--- config.mk ---
export PLATFORM = sky130hd
export DESIGN_NAME = bus_rr
export DESIGN_NICKNAME = d
export VERILOG_FILES = /design/src/rtl/bus_rr.sv
export SDC_FILE = /design/constraint.sdc
export NUM_CORES = 1
export LEC_CHECK = 0
export ABC_AREA = 0
export CELL_PAD_IN_SITES_DETAIL_PLACEMENT = 0
export CELL_PAD_IN_SITES_GLOBAL_PLACEMENT = 1
export CORE_AREA = 8 8 334 336
export DETAILED_ROUTE_END_ITERATION = 8
export DIE_AREA = 0 0 342 344
export DONT_BUFFER_PORTS = 1
export GPL_TIMING_DRIVEN = 0
export HOLD_SLACK_MARGIN = 0.02
export PLACE_DENSITY = 0.3
export SYNTH_ARGS = -nofsm -noshare
export SYNTH_HDL_FRONTEND = slang
export SYNTH_SLANG_ARGS = --single-unit
export TNS_END_PERCENT = 10
--- constraint.sdc ---
create_clock -name clk_i -period 4.1 [get_ports clk_i]
set_input_delay 0.205 -clock clk_i [delete_from_list [all_inputs] [get_ports clk_i]]
set_output_delay 0.205 -clock clk_i [all_outputs]
set_load 0.01 [all_outputs]
--- src/rtl/bus_rr.sv ---
// Round-robin multi-host to multi-device bus with address decode and one-cycle response.
// Optional BUS_RR_ERR_RESP_EN: decode misses are answered by the bus with an error response.
module bus_rr #(
  parameter int NrHosts      = 2,
  parameter int NrDevices    = 4,
  parameter int DataWidth    = 32,
  parameter int AddressWidth = 32
) (
  input  logic                      clk_i,
  input  logic                      rst_i,
  input  logic [NrHosts-1:0]        host_req_i,
  output logic [NrHosts-1:0]        host_gnt_o,
  input  logic [AddressWidth-1:0]   host_addr_i [NrHosts],
  input  logic [NrHosts-1:0]        host_we_i,
  input  logic [DataWidth/8-1:0]    host_be_i [NrHosts],
  input  logic [DataWidth-1:0]      host_wdata_i [NrHosts],
  output logic [NrHosts-1:0]        host_rvalid_o,
  output logic [NrHosts-1:0]        host_err_o,
  output logic [DataWidth-1:0]      host_rdata_o [NrHosts],
  output logic [NrDevices-1:0]      device_req_o,
  input  logic [NrDevices-1:0]      device_gnt_i,
  output logic [AddressWidth-1:0]   device_addr_o [NrDevices],
  output logic [NrDevices-1:0]      device_we_o,
  output logic [DataWidth/8-1:0]    device_be_o [NrDevices],
  output logic [DataWidth-1:0]      device_wdata_o [NrDevices],
  input  logic [DataWidth-1:0]      device_rdata_i [NrDevices],
  input  logic [AddressWidth-1:0]   cfg_device_addr_base [NrDevices],
  input  logic [AddressWidth-1:0]   cfg_device_addr_mask [NrDevices]
);

  localparam int HW = (NrHosts > 1) ? $clog2(NrHosts) : 1;
  localparam int DW = (NrDevices > 1) ? $clog2(NrDevices) : 1;

  logic [HW-1:0]        r_rr;
  logic [HW-1:0]        r_host;
  logic [DW-1:0]        r_dev;
  logic                 r_rvalid;
  logic                 r_we;
  logic [HW-1:0]        w_win;
  logic [HW-1:0]        w_rr_nxt;
  logic [DW-1:0]        w_dev;
  logic                 w_any;
  logic                 w_hit;
  logic                 w_route;
  logic                 w_gnt;
  logic [DataWidth-1:0] w_rdata;
`ifdef BUS_RR_ERR_RESP_EN
  logic                 r_err;
`endif

  function automatic logic [HW-1:0] wrap(input int v);
    int t;
    t = v % NrHosts;
    return HW'(t);
  endfunction

  // Scan downward so the host closest to the pointer is assigned last and wins.
  always_comb begin : p_arb
    logic [HW-1:0] idx;
    w_any = 1'b0;
    w_win = '0;
    idx   = '0;
    for (int i = NrHosts - 1; i >= 0; i--) begin
      idx = wrap(int'(r_rr) + i);
      if (host_req_i[idx]) begin
        w_any = 1'b1;
        w_win = idx;
      end
    end
    w_rr_nxt = wrap(int'(w_win) + 1);
  end

  always_comb begin
    w_hit = 1'b0;
    w_dev = '0;
    for (int d = NrDevices - 1; d >= 0; d--) begin
      if ((host_addr_i[w_win] & cfg_device_addr_mask[d]) == cfg_device_addr_base[d]) begin
        w_hit = 1'b1;
        w_dev = DW'(d);
      end
    end
  end

`ifdef BUS_RR_ERR_RESP_EN
  assign w_route = w_hit;
  assign w_gnt   = w_any & (w_hit ? device_gnt_i[w_dev] : 1'b1);
`else
  // A miss leaves w_dev at 0, so it simply lands on device 0.
  assign w_route = 1'b1;
  assign w_gnt   = w_any & device_gnt_i[w_dev];
`endif

  always_comb begin
    for (int d = 0; d < NrDevices; d++) begin
      device_req_o[d]   = w_any & w_route & (w_dev == DW'(d));
      device_addr_o[d]  = device_req_o[d] ? host_addr_i[w_win]  : '0;
      device_we_o[d]    = device_req_o[d] & host_we_i[w_win];
      device_be_o[d]    = device_req_o[d] ? host_be_i[w_win]    : '0;
      device_wdata_o[d] = device_req_o[d] ? host_wdata_i[w_win] : '0;
    end
    for (int h = 0; h < NrHosts; h++) begin
      host_gnt_o[h] = w_gnt & (w_win == HW'(h));
    end
  end

  always_ff @(posedge clk_i or posedge rst_i) begin
    if (rst_i) begin
      r_rr     <= '0;
      r_rvalid <= 1'b0;
      r_host   <= '0;
      r_dev    <= '0;
      r_we     <= 1'b0;
`ifdef BUS_RR_ERR_RESP_EN
      r_err    <= 1'b0;
`endif
    end else begin
      r_rvalid <= w_gnt;
      if (w_gnt) begin
        r_rr   <= w_rr_nxt;
        r_host <= w_win;
        r_dev  <= w_dev;
        r_we   <= host_we_i[w_win];
`ifdef BUS_RR_ERR_RESP_EN
        r_err  <= ~w_hit;
`endif
      end
    end
  end

  always_comb begin
    w_rdata = r_we ? '0 : device_rdata_i[r_dev];
`ifdef BUS_RR_ERR_RESP_EN
    if (r_err) w_rdata = '1;
`endif
    for (int h = 0; h < NrHosts; h++) begin
      host_rvalid_o[h] = r_rvalid & (r_host == HW'(h));
      host_rdata_o[h]  = host_rvalid_o[h] ? w_rdata : '0;
`ifdef BUS_RR_ERR_RESP_EN
      host_err_o[h]    = host_rvalid_o[h] & r_err;
`else
      host_err_o[h]    = 1'b0;
`endif
    end
  end

endmodule

==> results of run 1 <==
## cells in the mapped netlist (2+ instances only)
| cell type | n | share of area, % |
|---|---|---|
| inv_1 | 9 | 0.44 |
| buf_1 | 7 | 0.35 |
| o211a_1 | 2 | 0.26 |
| o21ai_0 | 2 | 0.13 |
| o211ai_1 | 127 | 13 |
| nor4_1 | 16 | 1.3 |
| nand2_1 | 34 | 1.7 |
| buf_4 | 8 | 0.79 |
| mux4_2 | 32 | 9.5 |
| a21oi_1 | 130 | 8.6 |
| nand2b_1 | 3 | 0.25 |
| nor4b_1 | 48 | 5.5 |
| dfrtp_1 | 6 | 2.0 |
| and3_1 | 80 | 6.6 |
| nor2b_1 | 4 | 0.33 |
| clkbuf_1 | 50 | 2.5 |
| nor2_1 | 344 | 17 |
| buf_2 | 47 | 3.1 |
| nand3_1 | 49 | 3.2 |
| mux2i_1 | 71 | 9.3 |
| nand4_1 | 144 | 12 |
| nand3b_1 | 2 | 0.20 |
## flip-flops by register name, indices dropped and copies added, names as in the netlist
register / cells
r_dev: 2
r_host: 1
r_rr: 1
r_rvalid: 1
r_we: 1
## layout make-up
class / count / area (um^2) / share of cell area (%)
Antenna cell: 13 / 32.5 / 0.279
Buffer: 113 / 1100 / 9.45
Clock buffer: 3 / 75.1 / 0.644
Inverter: 10 / 37.5 / 0.322
Multi-Input combinational cell: 1107 / 8230 / 70.5
Sequential cell: 6 / 151 / 1.30
Tap cell: 1403 / 1760 / 15.1
Timing Repair Buffer: 27 / 284 / 2.44
## stage by stage
stage                     std cells  total power, mW
final                          2682             1.69
after CTS                      2667             1.68
after detailed placement       2647             1.35
after global placement         2639             1.32
after global routing           2675             1.78
after floorplan                1236            0.755
## layer usage
layer,share of wire [%],wire length [um],track usage (%),up-vias
met5,0.085,96,0,-
met3,11,12500,6.96,123
met1,35,39900,18.7,6037
met4,2.5,2810,3.09,14
met2,51,58300,33.6,911
li1,-,-,-,4838
## cell families after synthesis
group / Yosys count / synth area share (%)
AND/OR/NAND/NOR: 731 / 48.9
AO/OA/AOI/OAI: 269 / 22.5
buffers and inverters: 123 / 7.34
multiplexers: 105 / 19.2
flip-flops: 6 / 1.98
other: 1 / 0.0493
## final timing paths
check                              startpoint            endpoint  slack (ps)  depth (start not counted)
min                              host_we_i[1]    r_we$_DFFE_PP0P_         210                          2
max reg2reg                  r_rr$_DFFE_PP0P_  r_host$_DFFE_PP0P_          30                         13
min in group asynchronous               rst_i    r_we$_DFFE_PP0P_         400                          2
min reg2reg                r_host$_DFFE_PP0P_  r_host$_DFFE_PP0P_         530                          1
max in group asynchronous               rst_i    r_rr$_DFFE_PP0P_        3440                          2
max                          r_rr$_DFFE_PP0P_   device_wdata_o[7]        -190                         13
## power groups by stage
stage	clock, mW	combinational, mW	sequential (mW)
finish	0.161	1.46	0.0709
global route	0.168	1.54	0.0722
CTS	0.163	1.44	0.0713
detailed placement	0	1.28	0.0707
global placement	0	1.25	0.0708
floorplan	0	0.686	0.0685
## timing repair
item,CTS,global route
gates cloned,1,0
pin swaps,24,27
hold buffers,1,0
gates resized for setup,384,133
endpoints found under the setup margin,288,286
setup buffers,15,2
endpoints found under the hold margin,6,0
## worst max-delay path, cell delays in order, from the launching register on
cell      delay (ps)
dfrtp_2          410
nand2b_4         180
buf_4            190
buf_8            190
nand4_1          160
and3_1           240
nor4b_2          330
nand4_1          330
or4_4            700
a211oi_4         320
nand3b_1         170
buf_12           190
buf_8            170
nor2_2           200
==> impl.org, run 1 <==
** Global route
- Overall overflow remaining after global route :: 0
- The number of antenna violations at the first check in global routing was 32.
- The first global-routing pass estimated 138,000 um of wire.
- Number of global-route vias before repair :: 11,600
- Global routing used between 10% and 20% of the available tracks across all layers.
- Entering global routing, the biggest net connects 11 pins.

** Critical path
- The worst setup path is of the register to output port kind.
- Worst EP arrival :: between 4000 and 5000 ps
- STA classifies the critical path startpoint as a register.
- In this run the worst path has a maximum fanout of 10.
- STA puts the critical path data required time at roughly 3900 ps.
- CP Capture Type :: output port

** Floorplanning
- Width of the chip :: roughly 340 um
- Die extent in y :: between 300 and 400 um
- Count of standard-cell rows :: 120
- Initial Utilization :: 7.15%
- Core area :: between 100,000 and 150,000 um^2
- The die covers between 100,000 and 150,000 um^2.
- During I/O placement, the number of pins put on the boundary was 880.

** Placement
- Port Buf Inserts :: 0
- Sum of net half-perimeters after detailed placement :: between 90,000 and 100,000 um
- Pre-CTS setup slack :: -2450 ps
- Summing all placed instances gives a cell area of 9490 um^2.
- RD Place Congestion :: around 0.90

** Run status
- The checks that failed: negative setup slack.
- The flow ran to the end, but the final reports show violations.

** Clock tree
- Clock tree from TritonCTS :: built
- The tree built by TritonCTS fans out to 6 sinks.
- In this run the number of H-tree levels came out at 1.
- CTS clock-pin slew for the worst setup and hold paths :: ~40 ps
- The tree is rooted in a clkbuf_16.
- Buffers inserted during clock tree synthesis total 3.
- Worst-Skew Late Latency :: around 230 ps
- In this run the deepest clock path goes through 2 buffers.

** Yosys
- After synthesis, the share of flip-flops with an asynchronous set or reset is between 90% and 100%.
- In the synthesized netlist, the number of instances is 1,235.
- Mean instance size in the synthesized netlist :: approximately 6 um^2
- The netlist uses between 40 and 50 different library cells.
- For this run, the number of Yosys warnings is 0.
- The most used flip-flop cell after synthesis is dfrtp_1.
- Post-synth design cell area :: roughly 7600 um^2
- Sequential cells were found to cover 1.98% of the synthesized design area.
- Number of synthesized register bits :: 6
- Yosys mapped a number of flops with a built-in enable equal to 0.

** Power and ir drop
- Fraction of power consumed by combinational cells :: a little under nine tenths
- Internal power :: between 0.6 and 0.7 mW
- IR analysis of the VDD net gives a maximum drop of 0.0000821 V.
- Switching share of power :: 62.7%
- Summed over all nets, the switching power comes to 1.06 mW.
- Sequential fraction of design power :: between 4 and 5%
- In this run, the clock network consumes 9.5% of the power.
- Leakage power of the design :: roughly 3.4 nW
- Power spread over the standard cell area amounts to 145 nW/um^2.

** Route
- Initial DRC Count :: 999
- Across all layers, the routed design uses approximately 12,000 vias.
- The pre-antenna-repair detailed-routing pass consisted of 7 iterations.
- Routed wire length :: 114,000 um
- After detailed routing, the average wire length per cell comes to approximately 42 um.
- DR vias/cell :: approximately 4.4
- Once detail routing completed, the nets flagged for antenna violations numbered 0.
- Post-route DRC violation count :: 0

** STA
- For this run, the top clock speed supported by timing is 233 MHz.
- Hold is met by 215 ps.
- Transition time at the pin with the least slew margin :: roughly 1200 ps
- In this run the tightest slew margin relative to its limit is a little under a fifth.
- Clock Skews :: 1.98 ps
- Total Negative Setup Slacks :: -19,290 ps
- RSZ-0062 raised after global routing :: yes
- After layout, the worst setup slack is -195 ps.
- The worst path uses 105% of the clock period.
- Time the worst path needs with I/O delays and setup :: about 4300 ps
- Slew Viols, Final :: 0
- Final Hold Fails :: 0
- Setup violations remaining at the end of the flow were counted as between 200 and 250.

** Cells and area
- The final layout contains between 1,500 and 2,000 nets.
- The filler cells instantiated in the layout total ~12,000.
- Share of final-layout standard cells stronger than drive strength 1 :: between 20 and 30%
- Leaving out fill and tap cells, the most frequent cells in the layout are nor2_1 (199), nand4_1 (144), a21oi_1 (130).
- Final core utilization :: between 10% and 20%
- Layout overhead on the synthesized area :: 53.4%
- The library cell used most frequently in the layout, excluding fill and tap cells, is nor2_1.
- Summing all non-filler instances in the final layout gives an area of approximately 12,000 um^2.

** Run
- MaxCap Viol Count :: 0

** Hold path
- Worst min path class :: input pin to register
Note: power is estimated with default switching activity, not from simulation.
==> inputs of run 2 (changes only) <==
--- a/config.mk
+++ b/config.mk
@@ -6,11 +6,9 @@
 export NUM_CORES = 1
 export LEC_CHECK = 0
 export ABC_AREA = 0
-export CELL_PAD_IN_SITES_DETAIL_PLACEMENT = 0
-export CELL_PAD_IN_SITES_GLOBAL_PLACEMENT = 1
-export CORE_AREA = 8 8 334 336
+export CORE_AREA = 8 8 336 338
 export DETAILED_ROUTE_END_ITERATION = 8
-export DIE_AREA = 0 0 342 344
+export DIE_AREA = 0 0 344 346
 export DONT_BUFFER_PORTS = 1
 export GPL_TIMING_DRIVEN = 0
 export HOLD_SLACK_MARGIN = 0.02
==> run 2 against run 1 <==
Against the previous run: the flow still finishes with violations (negative setup slack); final area hardly changed; worst setup slack worse by 230 ps; final cell count is 1.0% higher; total power is 0.72% higher; core utilization is 0.16 points lower; largest cell class unchanged; combinational power hardly changed; critical path type unchanged; highest routed layer unchanged.
==> impl.org, run 2 (synthesis results as in run 1) <==
** Floorplanning
- The number of top-level pins is 880 (unchanged).
- Initial Utilization :: 7.05% (-0.099 points)
- Total die area :: 119,000 um^2 (+1.2%)
- The count of standard-cell rows was 121 (+0.83%).
- The area of the core was 108,000 um^2 (+1.4%).
- Width of the chip :: 344 um (+0.58%)
- Die extent in y :: 346 um (+0.58%)

** Clock tree
- Clk Tree Root Cell :: clkbuf_16
- The deepest level of the CTS H-tree came to 1 (unchanged).
- The clock insertion delay at the later pin of the skew report was 230 ps (about the same).
- CTS clock-pin slew for the worst setup and hold paths :: 30 ps (about the same)
- The number of buffers added by the clock tree synthesis step is 3 (unchanged).
- Deepest clock path buffer count :: 2 (unchanged)
- The sink count of the clock tree was 6 (unchanged).
- TritonCTS built the clock tree.

** Critical path
- Worst EP arrival :: 4320 ps (+230 ps)
- Critical path fanouts, max :: 10 (unchanged)
- The critical path is of the register to output port type.
- Among all stages on the critical path, the largest delay is contributed by or4_4.
- STA classifies the critical path endpoint as an output port.
- Launching element type of the critical path :: register
- Walking the worst path, the cells encountered are nor2b_4, buf_8, buf_6, o211ai_1, and3_1, nor4_2, nand4_1, or4_4, a211oi_4, buf_4, nand3_4, clkbuf_16, buf_16, nor2_4.
- Worst path buffer plus inverter count :: 5 (+1)
- The data required time of the critical path is 3890 ps (about the same).
- In this design, the largest share of critical-path delay is due to simple AND/OR/NAND/NOR gates.
- Worst stage delay on the critical path :: 740 ps (+40 ps)

** Cells and area
- Layout overhead on the synthesized area :: 53.3% (about the same)
- Most frequent cells in the layout :: nor2_2 (159), nand4_1 (144), nor2_1 (130)
- The final layout net count came to 1,812 (+0.78%).
- Share of final-layout standard cells stronger than drive strength 1 :: 33.5% (+3.8 points)
- Leaving out fill and tap cells, the most frequent cell in the layout is nor2_2.
- Largest reg by FF count :: r_dev
- The number of flip-flops in the largest register came to 2 (unchanged).

** Route
- The number of remaining DRC errors is 0 (unchanged).
- DR vias/cell :: 4.45 (+0.15%)
- The number of antenna-violating nets in the routed design came to 0 (unchanged).
- The average wire per standard cell was 40.1 um (-5.3%).
- Routed wire length :: 109,000 um (-4.4%)
- Count of vias placed by the detailed router :: 12,100 (+1.2%)
- Initial DRC Count :: 1,276 (+28%)
- The first-pass iteration count of the detailed router is 7 (unchanged).

** Placement
- The final weighted congestion in routability-driven placement came to 0.943 (+4.4%).
- Sum of net half-perimeters after detailed placement :: 94,100 um (-4.7%)
- The worst-case setup slack after placement came to -2250 ps (+208 ps).
- The count of buffers inserted at the top-level ports is 0 (unchanged).

** Run status
- Violated checks :: negative setup slack
- The run finished, with violations left.

** STA
- The tightest slew margin relative to the limit was 13.8% (-4.4 points).
- Total Negative Setup Slacks :: -72,500 ps (-53,210 ps)
- The minimum setup slack in the final design was -429 ps (-235 ps).
- Highest clock frequency the design can meet :: 221 MHz (-5.2%)
- Setup repair after global routing could not meet its margin everywhere.
- Slew Viols, Final :: 0 (unchanged)
- Time the worst path needs with I/O delays and setup :: 4530 ps (+235 ps)
- The clock skew was 0.317 ps (-1.66 ps).
- The final count of negative-setup-slack endpoints came to 286 (+23%).
- Ratio of final minimum period to clock period :: 110% (+5.7 points)
- Final Hold Fails :: 0 (unchanged)
- Transition time at the pin with the least slew margin :: 1260 ps (+63.7 ps)

** Power and ir drop
- The power per cell area was 146 nW/um^2 (+0.80%).
- Peak supply drop :: 0.000163 V (+99%)
- The static leakage is 3.40 nW (-0.34%).

** Global route
- The maximum number of pins on one net before global-route repair came to 11 (unchanged).
- The number of antenna violations at the first check in global routing was 37 (+16%).
- Number of global-route vias before repair :: 11,900 (+2.6%)
- The wire length of the first global-routing pass was 133,000 um (-3.6%).
- The residual overflow from global routing was 0 (unchanged).
- The overall track demand over capacity in global routing came to 16.8% (-0.95 points).

** Hold path
- Worst min path class :: input pin to register

** Run
- MaxCap Viol Count :: 0 (unchanged)
==> run 2: cell types whose count changed in the layout (fill, tap and decap cells not counted), moves of 9 or more <==
cell and change:
nor4b_2 -10, mux2i_2 -12, buf_4 +9, nor2_2 +109
nor2_1 -69, clkbuf_1 +9, mux2i_1 +13, nor2_4 -40
nor4b_1 +10
==> run 2: layer usage <==
metal | track usage [%] | part of all wire (%) | routed length (um) | up-vias
met2 | 25.8 | 43 | 46900 | 941
li1 | - | - | - | 4868
met4 | 2.48 | 1.8 | 2010 | 28
met5 | 0 | 0.17 | 190 | -
met3 | 7.06 | 12 | 12900 | 143
met1 | 22.3 | 43 | 46700 | 6081
==> run 2: metrics by stage <==
stage / total power, mW / instance area [um^2] / util (%) / instances / hold slack, ps
3_3_place_gp: 1.31 / 9370 / 8.70 / 2650 / 38.7
5_1_grt: 1.80 / 11600 / 10.8 / 2697 / 254
2_1_floorplan: 0.755 / 7600 / - / 1236 / -4.04
3_5_place_dp: 1.34 / 9570 / 8.88 / 2661 / 36.5
6_report: 1.71 / 11700 / 10.8 / 2709 / 233
4_1_cts: 1.66 / 11000 / 10.2 / 2690 / 239
==> run 2: final cells by class <==
class | count | area [um^2]
Fill cell | 12600 | 96100
Multi-Input combinational cell | 1107 | 8030
Tap cell | 1414 | 1770
Buffer | 111 | 1040
Timing Repair Buffer | 43 | 508
Sequential cell | 6 | 151
Clock buffer | 3 | 75.1
Inverter | 10 | 37.5
Antenna cell | 15 | 37.5
==> run 2: tightest hold or removal path, delay by kind of cell <==
family | cells | cell delay [ps]
AO/OA/AOI/OAI | 2 | 150
AND/OR/NAND/NOR | 1 | 60
==> run 2: power breakdown <==
group | total [mW] | switching (mW) | internal, mW
clock | 0.157 | 0.0318 | 0.125
sequential | 0.0733 | 0.00765 | 0.0657
combinational | 1.48 | 1.02 | 0.455
total | 1.71 | 1.06 | 0.646
==> run 2: worst paths after layout <==
path	to	slack, ps	startpoint	depth (start not counted)
setup / recovery	device_addr_o[46]	-430	r_rr$_DFFE_PP0P_	14
hold / removal	r_dev[0]$_DFFE_PP0P_	230	device_gnt_i[0]	3
setup reg to reg	r_host$_DFFE_PP0P_	-210	r_rr$_DFFE_PP0P_	18
hold reg to reg	r_host$_DFFE_PP0P_	550	r_host$_DFFE_PP0P_	1
max in group asynchronous	r_rr$_DFFE_PP0P_	3490	rst_i	2
min in group asynchronous	r_rvalid$_DFF_PP0_	400	rst_i	2
==> run 2: what timing repair did <==
item,in CTS,in global routing
hold endpoints to repair,6,0
resized for setup,319,182
hold buffers,1,0
buffers inserted,26,4
pin swaps,33,29
cloned,0,1
endpoints found under the setup margin,288,288
==> inputs of run 3 (changes only) <==
--- a/config.mk
+++ b/config.mk
@@ -6,13 +6,15 @@
 export NUM_CORES = 1
 export LEC_CHECK = 0
 export ABC_AREA = 0
-export CORE_AREA = 8 8 336 338
+export CELL_PAD_IN_SITES_DETAIL_PLACEMENT = 1
+export CELL_PAD_IN_SITES_GLOBAL_PLACEMENT = 2
+export CORE_AREA = 8 8 335 337
 export DETAILED_ROUTE_END_ITERATION = 8
-export DIE_AREA = 0 0 344 346
+export DIE_AREA = 0 0 343 345
 export DONT_BUFFER_PORTS = 1
 export GPL_TIMING_DRIVEN = 0
 export HOLD_SLACK_MARGIN = 0.02
-export PLACE_DENSITY = 0.3
+export PLACE_DENSITY = 0.36
 export SYNTH_ARGS = -nofsm -noshare
 export SYNTH_HDL_FRONTEND = slang
 export SYNTH_SLANG_ARGS = --single-unit
==> run 3 against run 2 <==
Against the previous run: highest routed layer unchanged; register-to-register slack improved by 140 ps; via count increased by 0.74%; sequential power down 1%; non-clock buffer count is 30 higher; clock power hardly changed; total power increased by 5.1%; fmax increased by 1.2%; wire length grew 3.7%; the flow still finishes with violations (negative setup slack); critical endpoint is now device_be_o[3]; first-iteration DRC count is 34% lower; final cell count up 1.1%; global-route usage is 0.80 points higher; final area up 7.3%.
==> impl.org, run 3 (synthesis results as in run 1) <==
** Run status
- The flow ran to the end, but the final reports show violations.
- The final reports fail on negative setup slack.

** Power and ir drop
- Peak supply drop :: 0.0000957 V (-41%)
- The share of total power consumed by net switching was 60.3% (-1.9 points).
- Internal power :: 0.713 mW (+10%)
- The combinational share of power was 87.2% (+0.7 points).
- The power per cell area was 144 nW/um^2 (-2.0%).
- Sequential fraction of design power :: 4.0% (-0.3 points)
- Power share of the clock group :: 8.8% (-0.4 points)
- Leakage power of the design :: 3.77 nW (+11%)
- Switching power summed over all nets :: 1.08 mW (+2.0%)

** Critical path
- Critical path's most frequent cell :: buf_12
- The worst endpoint data arrival time is 4270 ps (-50 ps).
- The data required time of the critical path is 3890 ps (about the same).
- Worst stage delay on the critical path :: 460 ps (-280 ps)
- Launching element type of the critical path :: register
- Crit Path Class :: register to output port
- Worst path buffer plus inverter count :: 9 (+4)
- Critical path fanouts, max :: 10 (unchanged)
- Critical Path Stages :: 18 (+4)
- The depth of the worst register-to-register path was 14 (-4).
- Master of the slowest instance on the critical path :: dfrtp_2
- Family with the most delay on the worst path :: simple AND/OR/NAND/NOR gates
- Traced cell by cell, the critical path runs through nor2b_4, buf_12, buf_4, buf_12, o211ai_1, and3_1, nor4b_2, nand4_1, nor4_4, buf_12, buf_8, o21bai_4, nand3b_1, buf_6, buf_12, buf_12, buf_12, nor2_4.
- CP Capture Type :: output port

** Floorplanning
- Core area :: 107,000 um^2 (-1.1%)
- The overall die area came to 118,000 um^2 (-0.58%).
- Die extent in y :: 345 um (-0.29%)
- The number of top-level pins is 880 (unchanged).
- The initial core utilization was 7.13% (+0.079 points).
- The die boundary width was 343 um (-0.29%).
- Count of standard-cell rows :: 120 (-0.83%)

** Cells and area
- r_dev holds more flip-flops than any other register.
- The count of fill cells added during filler insertion came to 12,800 (+1.6%).
- In the layout the commonest cells are nor2_1 (151), nand4_1 (144), o211ai_1 (127).
- Commonest non-fill, non-tap cell in the layout :: nor2_1
- From synthesis to final layout, the design area changed by 64.5%.
- Final instance area :: 12,500 um^2 (+7.3%)
- Share of final-layout standard cells stronger than drive strength 1 :: 34.5% (+0.99 points)
- Number of flip-flops in the largest register :: 2 (unchanged)
- Layout Nets :: 1,842 (+1.7%)

** Route
- The via count is 12,200 (+0.74%).
- The number of antenna-violating nets in the routed design came to 0 (unchanged).
- Router iterations before antenna repair :: 5 (-2)
- DR vias/cell :: 4.43 (-0.40%)
- Initial DRC Count :: 848 (-34%)
- Routed wire length :: 113,000 um (+3.7%)
- The number of remaining DRC errors is 0 (unchanged).
- The average wire per standard cell was 41.1 um (+2.5%).

** STA
- The final worst-path cycle share is 109% (-1.3 points).
- The count of final hold-check violations is 0 (unchanged).
- Setup violators final :: 254 (-11%)
- RSZ-0062 raised after global routing :: yes
- The maximum clock frequency was 223 MHz (+1.2%).
- Minimum hold slack :: 245 ps (+12.5 ps)
- The tightest slew margin relative to the limit came to 5.16% (-8.6 points).
- Total Negative Setup Slacks :: -53,190 ps (+19,310 ps)
- The clock skew is 3.68 ps (+3.36 ps).
- Transition time at the pin with the least slew margin :: 1380 ps (+126 ps)
- Slew Viols, Final :: 0 (unchanged)
- Time the worst path needs with I/O delays and setup :: 4480 ps (-52.9 ps)
- The minimum setup slack in the final design is -377 ps (+52.9 ps).

** Global route
- The maximum number of pins on one net before global-route repair is 11 (unchanged).
- Overall overflow remaining after global route :: 0 (unchanged)
- Wire length of the first global-routing pass :: 140,000 um (+5.2%)
- The number of antenna violations at the first check in global routing came to 35 (-5.4%).
- Tot GR Track Use :: 17.6% (+0.80 points)
- Number of global-route vias before repair :: 12,600 (+5.8%)

** Clock tree
- The number of buffers added by the clock tree synthesis step came to 3 (unchanged).
- Clock tree from TritonCTS :: built
- The worst-case clock buffer depth came to 2 (unchanged).
- The clock insertion delay at the later pin of the skew report was 230 ps (about the same).
- Num Clock Sinks :: 6 (unchanged)
- Clk Tree Root Cell :: clkbuf_16
- H-Tree Depth :: 1 (unchanged)
- CTS clock-pin slew for the worst setup and hold paths :: 40 ps (about the same)

** Hold path
- The min-delay analysis places its worst path in the category input pin to register.
- The cell depth of the worst hold path was 2 (-1).

** Placement
- Port Buf Inserts :: 0 (unchanged)
- Sum of net half-perimeters after detailed placement :: 96,500 um (+2.6%)
- RD Place Congestion :: 0.883 (-6.4%)
- Area of placed instances :: 9540 um^2 (-0.29%)

** Run
- The number of max-cap violations is 0 (unchanged).
-- run 3: stage by stage --
stage / setup WS, ps / util (%) / cells / power (mW)
6_report: -377 / 11.7 / 2740 / 1.79
5_1_grt: -456 / 11.7 / 2717 / 1.88
4_1_cts: -408 / 11.1 / 2703 / 1.73
3_5_place_dp: -2410 / 8.95 / 2650 / 1.33
3_3_place_gp: -3070 / 8.78 / 2639 / 1.29
2_1_floorplan: 966 / - / 1236 / 0.755
-- run 3: final timing paths --
kind / from / end / slack (ps)
max reg2reg: r_rr$_DFFE_PP0P_ / r_host$_DFFE_PP0P_ / -70
min in group asynchronous: rst_i / r_we$_DFFE_PP0P_ / 450
min reg2reg: r_host$_DFFE_PP0P_ / r_host$_DFFE_PP0P_ / 530
max in group asynchronous: rst_i / r_rr$_DFFE_PP0P_ / 3410
min: device_gnt_i[0] / r_dev[1]$_DFFE_PP0P_ / 250
max: r_rr$_DFFE_PP0P_ / device_be_o[3] / -380
-- run 3: final cells by class --
class,count,area [um^2],share of cell area (%)
Tap cell,1403,1760,14.0
Inverter,10,40.0,0.320
Multi-Input combinational cell,1107,8420,67.4
Clock buffer,3,75.1,0.600
Timing Repair Buffer,73,881,7.05
Sequential cell,6,151,1.21
Antenna cell,27,67.6,0.540
Buffer,111,1110,8.88
-- run 3: what timing repair did --
action | CTS | global route
gates resized for setup | 451 | 122
buffers inserted | 43 | 12
endpoints found under the setup margin | 288 | 286
pin swaps | 54 | 47
hold endpoints to repair | 6 | 0
gates cloned | 6 | 0
hold buffers | 1 | 0
-- run 3: layer usage --
| metal | track usage, % | vias up | wire length, um |
|---|---|---|---|
| met3 | 8.42 | 154 | 14100 |
| li1 | - | 4941 | - |
| met5 | 0.916 | - | 390 |
| met2 | 30.5 | 863 | 53500 |
| met1 | 19.3 | 6155 | 41400 |
| met4 | 4.10 | 37 | 3230 |
-- run 3: power by group through the flow --
stage / sequential (mW) / clock (mW) / combinational, mW
5_1_grt: 0.0737 / 0.163 / 1.65
3_3_place_gp: 0.0729 / 0 / 1.22
6_report: 0.0723 / 0.157 / 1.56
3_5_place_dp: 0.0730 / 0 / 1.26
4_1_cts: 0.0736 / 0.160 / 1.50
2_1_floorplan: 0.0685 / 0 / 0.686
